<file path="config.mk">
export PLATFORM = sky130hd
export DESIGN_NAME = ps2_lane_decoder_flat
export DESIGN_NICKNAME = d
export VERILOG_FILES = /design/src/rtl/ps2_lane_decoder_if.sv /design/src/rtl/ps2_lane_decoder.sv /design/src/flat_wrapper.sv
export SDC_FILE = /design/constraint.sdc
export NUM_CORES = 1
export LEC_CHECK = 0
export CAP_MARGIN = 20
export CORE_UTILIZATION = 60
export DETAILED_ROUTE_END_ITERATION = 16
export GPL_TIMING_DRIVEN = 1
export PLACE_DENSITY = 0.95
export SYNTH_ARGS = -nofsm -noshare
export SYNTH_HDL_FRONTEND = slang
export SYNTH_SLANG_ARGS = --single-unit
</file>
<file path="constraint.sdc">
create_clock -name clk -period 6.03 [get_ports clk]
set_input_delay 0.9045 -clock clk [delete_from_list [all_inputs] [get_ports clk]]
set_output_delay 0.9045 -clock clk [all_outputs]
set_load 0.03 [all_outputs]
</file>
<file path="src/rtl/ps2_lane_decoder_if.sv">
// ps2_lane_decoder_if: scancode input and lane/event output bundle of ps2_lane_decoder
// slave  (decoder): valid, make_break, out_code, evt_ready in; key_held, key_press,
//                   key_release, evt_valid, evt_data, evt_overflow out
// master (driver/consumer): mirror of slave
interface ps2_lane_decoder_if;
  logic       valid;
  logic       make_break;
  logic [7:0] out_code;
  logic [5:0] key_held;
  logic [5:0] key_press;
  logic [5:0] key_release;
  logic       evt_valid;
  logic [3:0] evt_data;
  logic       evt_ready;
  logic       evt_overflow;
  modport slave (
    input  valid, make_break, out_code, evt_ready,
    output key_held, key_press, key_release, evt_valid, evt_data, evt_overflow
  );
  modport master (
    output valid, make_break, out_code, evt_ready,
    input  key_held, key_press, key_release, evt_valid, evt_data, evt_overflow
  );
endinterface

</file>
<file path="src/rtl/ps2_lane_decoder.sv">
// ps2_lane_decoder: synchronous PS/2 scancode to six-lane held/press/release decoder with FWFT event FIFO
// Ports: clk (CLOCK_50), resetn (sync active-low), bus (ps2_lane_decoder_if.slave).
// Optional macro KEY_TIMEOUT_EN: force-release all lanes after TIMEOUT_CYCLES idle cycles.
module ps2_lane_decoder #(
  parameter int SYNC_STAGES    = 2,
  parameter int FIFO_DEPTH     = 8,
  parameter int TIMEOUT_CYCLES = 50000000
) (
  input logic               clk,
  input logic               resetn,
  ps2_lane_decoder_if.slave bus
);
  localparam int AW = $clog2(FIFO_DEPTH);
  localparam int CW = AW + 1;
  logic [SYNC_STAGES-1:0] sync;
  logic                   sync_q, hit, dec, cur, tmo, push, wr, pop, full, ovf;
  logic [2:0]             lane;
  logic [5:0]             oh, held_q, press_q, rel_q, held_nx, press_nx, rel_nx;
  logic [3:0]             push_data;
  logic [3:0]             mem [FIFO_DEPTH];
  logic [AW-1:0]          wptr, rptr;
  logic [CW-1:0]          cnt;
  always_comb begin
    hit  = 1'b1;
    lane = '0;
    case (bus.out_code)
      8'h15:   lane = 3'd0;
      8'h1D:   lane = 3'd1;
      8'h24:   lane = 3'd2;
      8'h1C:   lane = 3'd3;
      8'h1B:   lane = 3'd4;
      8'h23:   lane = 3'd5;
      default: hit  = 1'b0;
    endcase
  end
  assign dec = sync[SYNC_STAGES-1] & ~sync_q & hit;
  assign oh  = 6'(1) << lane;
  assign cur = |(held_q & oh);
`ifdef KEY_TIMEOUT_EN
  localparam int TW = $clog2(TIMEOUT_CYCLES + 1);
  logic [TW-1:0] idle;
  // any decoded lane edge, even a typematic repeat, counts as activity
  assign tmo = (held_q != '0) && !dec && (idle == TW'(TIMEOUT_CYCLES - 1));
  always_ff @(posedge clk)
    idle <= (!resetn || held_q == '0 || dec || tmo) ? '0 : idle + TW'(1);
`else
  logic unused_tmo;
  assign tmo        = 1'b0;
  assign unused_tmo = ^TIMEOUT_CYCLES;
`endif
  // a lane edge is meaningful only when it changes the held state, so it is a toggle
  always_comb begin
    held_nx   = held_q;
    press_nx  = '0;
    rel_nx    = '0;
    push      = 1'b0;
    push_data = {bus.make_break, lane};
    if (dec && (bus.make_break != cur)) begin
      held_nx  = held_q ^ oh;
      press_nx = bus.make_break ? oh : '0;
      rel_nx   = bus.make_break ? '0 : oh;
      push     = 1'b1;
    end
    if (tmo) begin
      held_nx   = '0;
      rel_nx    = held_q;
      push      = 1'b1;
      push_data = 4'b0111;
    end
  end
  assign full = cnt[AW];
  assign pop  = (cnt != '0) & bus.evt_ready;
  // a pop frees the slot in the same cycle, so push is accepted even when full
  assign wr   = push & (~full | pop);
  always_ff @(posedge clk) begin
    if (!resetn) begin
      sync    <= '0;
      sync_q  <= 1'b0;
      held_q  <= '0;
      press_q <= '0;
      rel_q   <= '0;
      wptr    <= '0;
      rptr    <= '0;
      cnt     <= '0;
      ovf     <= 1'b0;
    end else begin
      sync    <= {sync[SYNC_STAGES-2:0], bus.valid};
      sync_q  <= sync[SYNC_STAGES-1];
      held_q  <= held_nx;
      press_q <= press_nx;
      rel_q   <= rel_nx;
      wptr    <= wr ? wptr + AW'(1) : wptr;
      rptr    <= pop ? rptr + AW'(1) : rptr;
      cnt     <= cnt + CW'(wr) - CW'(pop);
      ovf     <= ovf | (push & full & ~pop);
    end
  end
  always_ff @(posedge clk) begin
    if (!resetn)
      for (int i = 0; i < FIFO_DEPTH; i++) mem[i] <= '0;
    else if (wr)
      mem[wptr] <= push_data;
  end
  assign bus.key_held     = held_q;
  assign bus.key_press    = press_q;
  assign bus.key_release  = rel_q;
  assign bus.evt_valid    = cnt != '0;
  assign bus.evt_data     = mem[rptr];
  assign bus.evt_overflow = ovf;
endmodule
</file>
<file path="src/flat_wrapper.sv">
// flat-port wrapper written by rule: the top's interface ports become plain ports
module ps2_lane_decoder_flat 
#(
  parameter int SYNC_STAGES    = 2,
  parameter int FIFO_DEPTH     = 8,
  parameter int TIMEOUT_CYCLES = 50000000
)
  (clk, resetn, bus_valid, bus_make_break, bus_out_code, bus_evt_ready, bus_key_held, bus_key_press, bus_key_release, bus_evt_valid, bus_evt_data, bus_evt_overflow);
  ps2_lane_decoder_if bus_i ();
  input logic clk;
  input logic resetn;
  input wire logic [$bits(bus_i.valid)-1:0] bus_valid;
  input wire logic [$bits(bus_i.make_break)-1:0] bus_make_break;
  input wire logic [$bits(bus_i.out_code)-1:0] bus_out_code;
  input wire logic [$bits(bus_i.evt_ready)-1:0] bus_evt_ready;
  output wire logic [$bits(bus_i.key_held)-1:0] bus_key_held;
  output wire logic [$bits(bus_i.key_press)-1:0] bus_key_press;
  output wire logic [$bits(bus_i.key_release)-1:0] bus_key_release;
  output wire logic [$bits(bus_i.evt_valid)-1:0] bus_evt_valid;
  output wire logic [$bits(bus_i.evt_data)-1:0] bus_evt_data;
  output wire logic [$bits(bus_i.evt_overflow)-1:0] bus_evt_overflow;
  assign bus_i.valid = bus_valid;
  assign bus_i.make_break = bus_make_break;
  assign bus_i.out_code = bus_out_code;
  assign bus_i.evt_ready = bus_evt_ready;
  assign bus_key_held = bus_i.key_held;
  assign bus_key_press = bus_i.key_press;
  assign bus_key_release = bus_i.key_release;
  assign bus_evt_valid = bus_i.evt_valid;
  assign bus_evt_data = bus_i.evt_data;
  assign bus_evt_overflow = bus_i.evt_overflow;
  ps2_lane_decoder #(.SYNC_STAGES(SYNC_STAGES), .FIFO_DEPTH(FIFO_DEPTH), .TIMEOUT_CYCLES(TIMEOUT_CYCLES)) u_core (.clk(clk), .resetn(resetn), .bus(bus_i));
endmodule
</file>
==> results.py, run 1 <==
metrics = {
    "setup_path": {
        "crit_buf_inv": 4,
        "startpoint_type": "input port",
        "crit_path_cell_trace": "clkdlybuf4s50_1 -> nor4b_1 -> nand2_1 -> or3_1 -> inv_1 -> ha_1 -> nor4_1 -> a2111o_1 -> a21oi_1 -> nand2_4 -> ha_1 -> inv_1 -> ha_1 -> inv_1 -> fa_1 -> xnor2_1 -> and2_1",
        "rrSetupSlack_ns": 2.96,
        "crit_slowest_cell": "nor4b_1",
        "r2r_start": "u_core.bus.key_held[3]",
        "required_ns": 6.27,
        "cp_top_family": "simple AND/OR/NAND/NOR gates",
        "reg2reg_to": "u_core.cnt[2]",
        "endpoint_kind": "register",
        "crit_type": "input port to register",
        "cp_data_arrival_time_ns": 5.04,
        "slowest_delay_ns": 0.50,
        "r2r_cells": 12,
        "crit_path_max_fanout": 13,
    },
    "detailed_routing": {
        "drc_errors": 0,
        "routedWlPerCell_um": 16.5,
        "dr_total_vias": 2287,
        "final_antenna_net_count": 0,
        "drt_first_iter_violations": 206,
        "firstDrtPassIters": 6,
        "wl_um": 6480,
        "viasPerCell": 5.83,
    },
    "synth": {
        "syn_avg_cell_area_um2": 11.0,
        "yosys_warnings": 0,
        "syn_inst": 283,
        "ys.flop_type": "dfxtp_1",
        "synth_area_leaders": "edfxtp_1 31%, dfxtp_1 22%, mux4_2 5.8%, ha_1 5.2%, nand2_1 4.0%",
        "synth_area_leader_cell": "edfxtp_1",
        "yosysSeqAreaShare_pct": 53.3,
        "yosysTopAreaCellShare_pct": 30.8,
        "synthesis.nets": 310,
        "synth-async-reset-ratio_pct": 0,
        "ys_seq_elements": 67,
        "synth_edf_count": 32,
        "syn_area_um2": 3120,
        "synth_cell_types": 41,
    },
    "pwr": {
        "switching_power_uw": 327,
        "power_mw": 1.18,
        "ir_drop_v": 0.000314,
        "internal_power_uw": 850,
        "pwr-share-clk_pct": 31.2,
        "p_seq_share_pct": 46.0,
        "leakage_nw": 1.44,
        "p_per_area_nw_per_um2": 318,
        "power_frac_comb_pct": 22.8,
        "switching_share_pct": 27.8,
    },
    "cts": {
        "clk_latency_ns": 0.34,
        "clk_pin_slew_ns": 0.06,
        "clockBufferDepth": 2,
        "post_cts_buffers": 0,
        "cts_tree": "yes",
        "htree_levels": 3,
        "cts_root_buffer": "clkbuf_8",
        "ctsHoldBuffers": 0,
        "cts.sinks": 67,
        "cts_made_buffers": 9,
        "cts_resized": 0,
    },
    "die": {
        "rows": 25,
        "start_util_pct": 64.3,
        "die_area_um2": 5490,
        "pin_count": 37,
        "die_h_um": 74.1,
        "core-area_um2": 4850,
        "die_w_um": 74.1,
    },
    "timing": {
        "rsz0062_at_grt": "false",
        "fin_crit_sh_pct": 79.6,
        "hold_viol_final": 0,
        "skew_ns": 0.00518,
        "setup_viol": 0,
        "tightest_slew_ns": 0.797,
        "max_freq_mhz": 208,
        "tns_ns": 0,
        "relSlewSlack_pct": 46.4,
        "min_period_ns": 4.80,
        "drv_slew": 0,
    },
    "global_route": {
        "grt-ovfl-total": 0,
        "grt_pass1_vias": 2253,
        "grt_max_degree": 47,
        "antenna_found_initial": 0,
        "gr-usage-all-layers_pct": 27.3,
        "grt_first_pass_wirelength_um": 10900,
    },
    "layout": {
        "nets": 347,
        "post-route-util_pct": 76.3,
        "n_antenna_cell": 0,
        "mostFrequentLayoutCell": "clkdlybuf4s50_1",
        "drive_above_1_share_pct": 11.4,
        "fillCellCount": 304,
        "fin_cells": 392,
        "mostFrequentLayoutCells": "36 x clkdlybuf4s50_1, 35 x dfxtp_1, 33 x nand2_1",
        "seqCellArea_um2": 1660,
        "syn2layout_area_growth_pct": 18.7,
        "multi_input_area_um2": 1340,
    },
    "worst_hold_path": {
        "min_to": "u_core.sync[1]",
        "hold_path_depth": 1,
        "min_from": "u_core.sync[0]",
        "hold_path.class": "register to register",
    },
    "placement": {
        "gp_congestion": 0.820,
        "dp_cells": 376,
        "io_buffers": 36,
        "dp_hpwl_um": 4530,
    },
    "run_status": {
        "status": "completed",
    },
    "job": {
        "max_cap_viol_count": 0,
    },
}
stage by stage:
stage / setup slack (ns) / cell area, um^2 / hold slack (ns)
floorplan: 1.81 / 3120 / 0.412
global placement: 1.26 / 3500 / 0.415
detailed placement: 1.04 / 3500 / 0.426
CTS: 1.28 / 3700 / 0.445
global route: 1.04 / 3700 / 0.452
finish: 1.23 / 3700 / 0.439
sequential cells by signal (all words and copies together) (netlist names), named ones only:
signal and flops:
u_core.cnt 4, u_core.bus.key_press 6, u_core.mem 32, u_core.rptr 3, u_core.bus.key_release 6, u_core.wptr 3
u_core.sync_q 1, u_core.bus.key_held 6, u_core.sync 2, u_core.bus.evt_overflow 1
kinds of logic (layout without fill, tap and decap cells):
family / Yosys count / count (layout) / synth area share (%)
flip-flops: 67 / 67 / 53.3
AND/OR/NAND/NOR: 129 / 129 / 21.0
adder cells (fa/ha/maj): 14 / 14 / 5.86
buffers and inverters: 26 / 68 / 3.85
multiplexers: 21 / 21 / 10.1
XOR/XNOR: 4 / 4 / 1.12
AO/OA/AOI/OAI: 22 / 22 / 4.74
per-layer routing:
metal  up-vias  track usage, %  wire length [um]
li1       1072               -                 -
met1      1075            34.1              2670
met2       116            44.7              3210
met3        24            6.10               412
met4         0            13.9               187
met5         -               0                 0
power groups by stage:
stage	Sequential, mW	Combinational [mW]	Clock (mW)
global route	0.548	0.298	0.394
CTS	0.543	0.271	0.369
floorplan	0.528	0.215	0
detailed placement	0.553	0.268	0
finish	0.541	0.269	0.367
global placement	0.551	0.259	0
cell usage after synthesis (2+ instances only):
master,instances
nor2b_1,3
mux2i_1,9
inv_1,15
dfxtp_1,35
a21oi_1,3
mux2_2,4
nand2b_1,6
xnor2_1,3
o21ai_0,9
mux4_2,8
nor3_1,21
clkbuf_1,8
edfxtp_1,32
buf_6,3
nand4_1,2
or3_1,3
o21ai_1,2
ha_1,13
nor4_1,2
nor2_1,30
a21o_1,2
nand3_1,7
nand2_1,33
and2_1,10
nand2_4,2
or2_2,3
cell type report:
cell class / instances / area share (%)
flip-flops and latches: 67 / 44.9
well taps: 67 / 2.27
inverters: 15 / 1.52
multi-input cells: 190 / 36.1
repair buffers: 37 / 9.95
clock buffers: 12 / 3.92
clock inverters: 4 / 1.32
worst max-delay path by stage:
stage	cells after the start	startpoint	endpoint
2_1_floorplan	17	bus_out_code[5]	u_core.cnt[2]
3_3_place_gp	17	bus_out_code[7]	u_core.cnt[2]
3_5_place_dp	17	bus_out_code[7]	u_core.cnt[2]
4_1_cts	17	bus_out_code[7]	u_core.cnt[2]
5_1_grt	17	bus_out_code[7]	u_core.cnt[2]
6_report	17	bus_out_code[7]	u_core.cnt[2]
(Power assumes the default switching activity.)
==> inputs of run 2 (changes only) <==
--- a/config.mk
+++ b/config.mk
@@ -6,10 +6,10 @@
 export NUM_CORES = 1
 export LEC_CHECK = 0
 export CAP_MARGIN = 20
-export CORE_UTILIZATION = 60
+export CORE_UTILIZATION = 55
 export DETAILED_ROUTE_END_ITERATION = 16
 export GPL_TIMING_DRIVEN = 1
-export PLACE_DENSITY = 0.95
+export PLACE_DENSITY = 0.9
 export SYNTH_ARGS = -nofsm -noshare
 export SYNTH_HDL_FRONTEND = slang
 export SYNTH_SLANG_ARGS = --single-unit
==> constraint.sdc (replaced) <==
create_clock -name clk -period 4.8 [get_ports clk]
set_input_delay 0.72 -clock clk [delete_from_list [all_inputs] [get_ports clk]]
set_output_delay 0.72 -clock clk [all_outputs]
set_load 0.03 [all_outputs]
==> run 2 against run 1 <==
Worst setup slack worse by 0.71 ns. Worst hold slack worse by 0.0071 ns. Sequential share of layout area decreased by 0.26 points. Non-clock buffer count increased by 2. First-iteration DRC count shrank 27%. Total power increased by 26%. Clock skew is 0.0026 ns higher. Routed wire length down 4.4%. Clock-buffer cell count is 1 lower. Sequential power grew 26%. Critical path type unchanged. Largest cell class unchanged.
==> results.py, run 2 (synthesized netlist as in run 1, its figures left out) <==
metrics = {
    "timing": {
        "tightest_slew_ns": 0.672,
        "skew_ns": 0.00776,
        "setup_viol": 0,
        "relSlewSlack_pct": 54.7,
        "max_freq_mhz": 234,
        "min_period_ns": 4.28,
        "fin_crit_sh_pct": 89.1,
        "drv_slew": 0,
        "rsz0062_at_grt": "false",
        "hold_viol_final": 0,
        "tns_ns": 0,
    },
    "cts": {
        "ctsHoldBuffers": 0,
        "cts_tree": "yes",
        "clk_latency_ns": 0.35,
        "post_cts_buffers": 0,
        "clockBufferDepth": 2,
        "cts_made_buffers": 9,
        "clk_pin_slew_ns": 0.07,
        "cts_resized": 0,
        "cts_root_buffer": "clkbuf_8",
        "cts.sinks": 67,
        "htree_levels": 3,
    },
    "pwr": {
        "switching_power_uw": 412,
        "p_seq_share_pct": 46.1,
        "ir_drop_v": 0.000199,
        "power_frac_comb_pct": 22.8,
        "pwr-share-clk_pct": 31.1,
        "leakage_nw": 1.45,
        "internal_power_mw": 1.06,
        "switching_share_pct": 27.9,
        "p_per_area_nw_per_um2": 397,
    },
    "setup_path": {
        "rrSetupSlack_ns": 1.91,
        "required_ns": 5.04,
        "startpoint_type": "input port",
        "endpoint_kind": "register",
        "r2r_start": "u_core.cnt[2]",
        "r2r_cells": 13,
        "cp_data_arrival_time_ns": 4.52,
        "reg2reg_to": "u_core.cnt[2]",
        "crit_path_max_fanout": 6,
        "crit_type": "input port to register",
    },
    "die": {
        "start_util_pct": 57.0,
        "die_h_um": 77.3,
        "die_w_um": 77.3,
        "rows": 27,
        "die_area_um2": 5970,
        "core-area_um2": 5470,
        "pin_count": 37,
    },
    "detailed_routing": {
        "wl_um": 6190,
        "dr_total_vias": 2200,
        "final_antenna_net_count": 0,
        "drc_errors": 0,
        "viasPerCell": 5.51,
        "firstDrtPassIters": 5,
        "routedWlPerCell_um": 15.5,
        "drt_first_iter_violations": 151,
    },
    "placement": {
        "gp_congestion": 0.827,
        "dp_hpwl_um": 4460,
        "io_buffers": 36,
        "placed_area_um2": 3530,
    },
    "worst_hold_path": {
        "hold_path_depth": 1,
        "min_from": "u_core.sync[0]",
        "min_to": "u_core.sync[1]",
        "hold_path.class": "register to register",
    },
    "layout": {
        "regMostFlops": "u_core.mem",
        "post-route-util_pct": 68.0,
        "n_antenna_cell": 0,
        "syn2layout_area_growth_pct": 19.3,
        "mostFrequentLayoutCell": "clkdlybuf4s50_1",
        "drive_above_1_share_pct": 12.2,
        "largest_reg_flops": 32,
        "mostFrequentLayoutCells": "36 x clkdlybuf4s50_1, 35 x dfxtp_1, 33 x nand2_1",
        "final_cell_area_um2": 3720,
        "nets": 349,
    },
    "job": {
        "max_cap_viol_count": 0,
    },
    "global_route": {
        "antenna_found_initial": 0,
        "grt_max_degree": 26,
        "grt-ovfl-total": 0,
        "grt_first_pass_wirelength_um": 10100,
        "gr-usage-all-layers_pct": 22.8,
        "grt_pass1_vias": 2134,
    },
    "run_status": {
        "status": "completed",
    },
}
## run 2: per-stage QoR
step / worst slack, ns / hold WS, ns / std cells / power [mW]
after floorplan: 0.760 / 0.412 / 283 / 0.933
after global placement: 0.305 / 0.415 / 383 / 1.02
after detailed placement: 0.212 / 0.420 / 383 / 1.03
after CTS: 0.543 / 0.436 / 399 / 1.49
after global routing: 0.210 / 0.473 / 399 / 1.55
final: 0.524 / 0.432 / 399 / 1.48
## run 2: cell type report
type                       count  area (um^2)
clock buffer                  11          141
clock inverter                 5         52.6
fill                         432         1750
inverter                      15         56.3
multi-input combinational    190         1340
sequential                    67         1660
tap                           72         90.1
timing repair buffer          39          383
## run 2: power groups by stage
| stage | registers (mW) | logic, mW | clock network [mW] |
|---|---|---|---|
| after floorplan | 0.663 | 0.269 | 0 |
| after global placement | 0.693 | 0.325 | 0 |
| after detailed placement | 0.694 | 0.339 | 0 |
| after CTS | 0.682 | 0.342 | 0.465 |
| after global routing | 0.688 | 0.372 | 0.486 |
| final | 0.680 | 0.337 | 0.459 |
## run 2: routing by layer
metal	wire [um]	global-route usage [%]	vias up
met4	133	11.5	0
met5	0	0	-
met1	2510	27.1	1034
met2	3220	38.8	81
met3	327	4.76	13
li1	-	-	1072
## run 2: worst max path at each step
stage                    startpoint             to  slack (ns)
floorplan           bus_out_code[5]  u_core.cnt[2]        0.76
global placement    bus_out_code[7]  u_core.cnt[2]        0.30
detailed placement  bus_out_code[7]  u_core.cnt[2]        0.21
CTS                 bus_out_code[7]  u_core.cnt[2]        0.54
global route        bus_out_code[7]  u_core.cnt[2]        0.21
finish              bus_out_code[7]  u_core.cnt[2]        0.52
## run 2: critical path, stage by stage
cell	delay, ns
clkdlybuf4s50_1	0.47
nor4b_1	0.45
nand2_1	0.22
or3_1	0.40
inv_1	0.08
ha_1	0.14
nor4_1	0.06
a2111o_1	0.43
a21oi_1	0.29
nand2_4	0.08
ha_1	0.27
inv_1	0.05
ha_1	0.15
inv_1	0.05
fa_1	0.37
xnor2_1	0.13
and2_1	0.14
==> inputs of run 3 (changes only) <==
--- a/config.mk
+++ b/config.mk
@@ -6,10 +6,10 @@
 export NUM_CORES = 1
 export LEC_CHECK = 0
 export CAP_MARGIN = 20
-export CORE_UTILIZATION = 55
+export CORE_UTILIZATION = 40
 export DETAILED_ROUTE_END_ITERATION = 16
 export GPL_TIMING_DRIVEN = 1
-export PLACE_DENSITY = 0.9
+export PLACE_DENSITY = 0.71
 export SYNTH_ARGS = -nofsm -noshare
 export SYNTH_HDL_FRONTEND = slang
 export SYNTH_SLANG_ARGS = --single-unit
==> run 3 against run 2 <==
Non-clock buffer count increased by 1. Clock-buffer cell count unchanged. Routed wire length increased by 1.8%. Critical path type unchanged. Largest cell class unchanged.
==> results.py, run 3 (synthesized netlist as in run 1, its figures left out) <==
metrics = {
    "setup_path": {
        "cp_top_family": "simple AND/OR/NAND/NOR gates",
        "endpoint_kind": "register",
        "crit_path_max_fanout": 6,
        "slowest_delay_ns": 0.49,
        "crit_path_cell_trace": "clkdlybuf4s50_1 -> nor4b_1 -> nand2_1 -> or3_1 -> inv_1 -> ha_1 -> nor4_1 -> a2111o_1 -> a21oi_1 -> nand2_4 -> ha_1 -> inv_1 -> ha_1 -> inv_1 -> fa_1 -> xnor2_1 -> and2_1",
        "required_ns": 5.04,
        "startpoint_type": "input port",
        "cp_data_arrival_time_ns": 4.57,
        "crit_type": "input port to register",
        "rrSetupSlack_ns": 1.86,
        "crit_buf_inv": 4,
        "crit_slowest_cell": "nor4b_1",
    },
    "timing": {
        "setup_ws_ns": 0.468,
        "relSlewSlack_pct": 51.1,
        "rsz0062_at_grt": "false",
        "skew_ns": 0.00862,
        "hold_viol_final": 0,
        "drv_slew": 0,
        "min_period_ns": 4.33,
        "setup_viol": 0,
        "fin_crit_sh_pct": 90.2,
        "tns_ns": 0,
        "tightest_slew_ns": 0.726,
        "max_freq_mhz": 231,
    },
    "cts": {
        "cts_tree": "yes",
        "clk_latency_ns": 0.35,
        "ctsHoldBuffers": 0,
        "cts_root_buffer": "clkbuf_8",
        "cts_resized": 0,
        "htree_levels": 3,
        "clockBufferDepth": 2,
        "cts_made_buffers": 9,
        "post_cts_buffers": 0,
        "clk_pin_slew_ns": 0.07,
        "cts.sinks": 67,
    },
    "pwr": {
        "ir_drop_v": 0.000141,
        "power_mw": 1.47,
        "leakage_nw": 1.45,
        "p_per_area_nw_per_um2": 392,
    },
    "detailed_routing": {
        "dr_total_vias": 2228,
        "final_antenna_net_count": 0,
        "wl_um": 6300,
        "routedWlPerCell_um": 14.8,
        "firstDrtPassIters": 4,
        "drc_errors": 0,
        "drt_first_iter_violations": 106,
        "viasPerCell": 5.22,
    },
    "layout": {
        "fillCellCount": 667,
        "mostFrequentLayoutCells": "36 x clkdlybuf4s50_1, 35 x dfxtp_1, 33 x nand2_1",
        "nets": 350,
        "regMostFlops": "u_core.mem",
        "mostFrequentLayoutCell": "clkdlybuf4s50_1",
        "drive_above_1_share_pct": 12.2,
        "largest_reg_flops": 32,
        "n_antenna_cell": 0,
        "syn2layout_area_growth_pct": 20.4,
    },
    "die": {
        "core-area_um2": 7410,
        "die_area_um2": 8150,
        "die_w_um": 90.3,
        "start_util_pct": 42.1,
        "rows": 31,
        "die_h_um": 90.3,
        "pin_count": 37,
    },
    "placement": {
        "dp_hpwl_um": 4530,
        "gp_congestion": 0.787,
        "io_buffers": 36,
        "dp_slack_ns": 0.155,
    },
    "global_route": {
        "grt_max_degree": 37,
        "grt-ovfl-total": 0,
        "antenna_found_initial": 0,
        "gr-usage-all-layers_pct": 16.9,
        "grt_pass1_vias": 2169,
        "grt_first_pass_wirelength_um": 10600,
    },
    "run_status": {
        "status": "completed",
    },
    "job": {
        "max_cap_viol_count": 0,
    },
    "worst_hold_path": {
        "hold_path.class": "register to register",
    },
}
[run 3: cell types whose count changed in the layout (fill, tap and decap cells not counted), sizes merged]
| cell | change |
|---|---|
| buf | +1 |
| clkinv | +1 |
| clkinvlp | -1 |
[run 3: worst register-to-register path, stage by stage, from the launching register on]
cell	delay (ns)
dfxtp_1	0.30
inv_1	0.07
ha_1	0.13
or3b_2	0.49
a21oi_1	0.44
a21oi_1	0.16
nand2_4	0.11
ha_1	0.22
inv_1	0.05
ha_1	0.15
inv_1	0.06
fa_1	0.38
xnor2_1	0.13
and2_1	0.15
[run 3: worst paths after layout]
path | startpoint | to | depth (start not counted)
max | bus_out_code[7] | u_core.cnt[2] | 17
min | u_core.sync[0] | u_core.sync[1] | 1
max reg2reg | u_core.cnt[2] | u_core.cnt[2] | 13
min reg2reg | u_core.sync[0] | u_core.sync[1] | 1
[run 3: area by class of cell]
type                    instances  area (um^2)  area share, %
multi-input cells             190         1340           35.6
clock buffers                  11          131           3.50
flip-flops and latches         67         1660           44.3
clock inverters                 5         53.8           1.43
inverters                      15         56.3           1.50
well taps                      99          124           3.30
repair buffers                 40          390           10.4
[run 3: metrics by stage]
stage	instance area, um^2	utilization [%]	instances	hold WS, ns
6_report	3750	50.7	427	0.444
5_1_grt	3750	50.7	427	0.477
4_1_cts	3750	50.7	427	0.442
3_5_place_dp	3570	48.2	411	0.426
3_3_place_gp	3570	48.2	411	0.425
2_1_floorplan	3120	-	283	0.412
[run 3: report_power, final]
group	switching [mW]	internal, mW
Combinational	0.164	0.176
Clock	0.214	0.238
Sequential	0.0415	0.637
[run 3: per-layer routing]
metal | track usage [%] | share of wire, % | vias to the layer above
met2 | 28.3 | 50 | 72
met4 | 7.93 | 1.9 | 0
met5 | 0 | 0 | -
li1 | - | - | 1072
met3 | 4.38 | 6.3 | 10
met1 | 20.4 | 42 | 1074
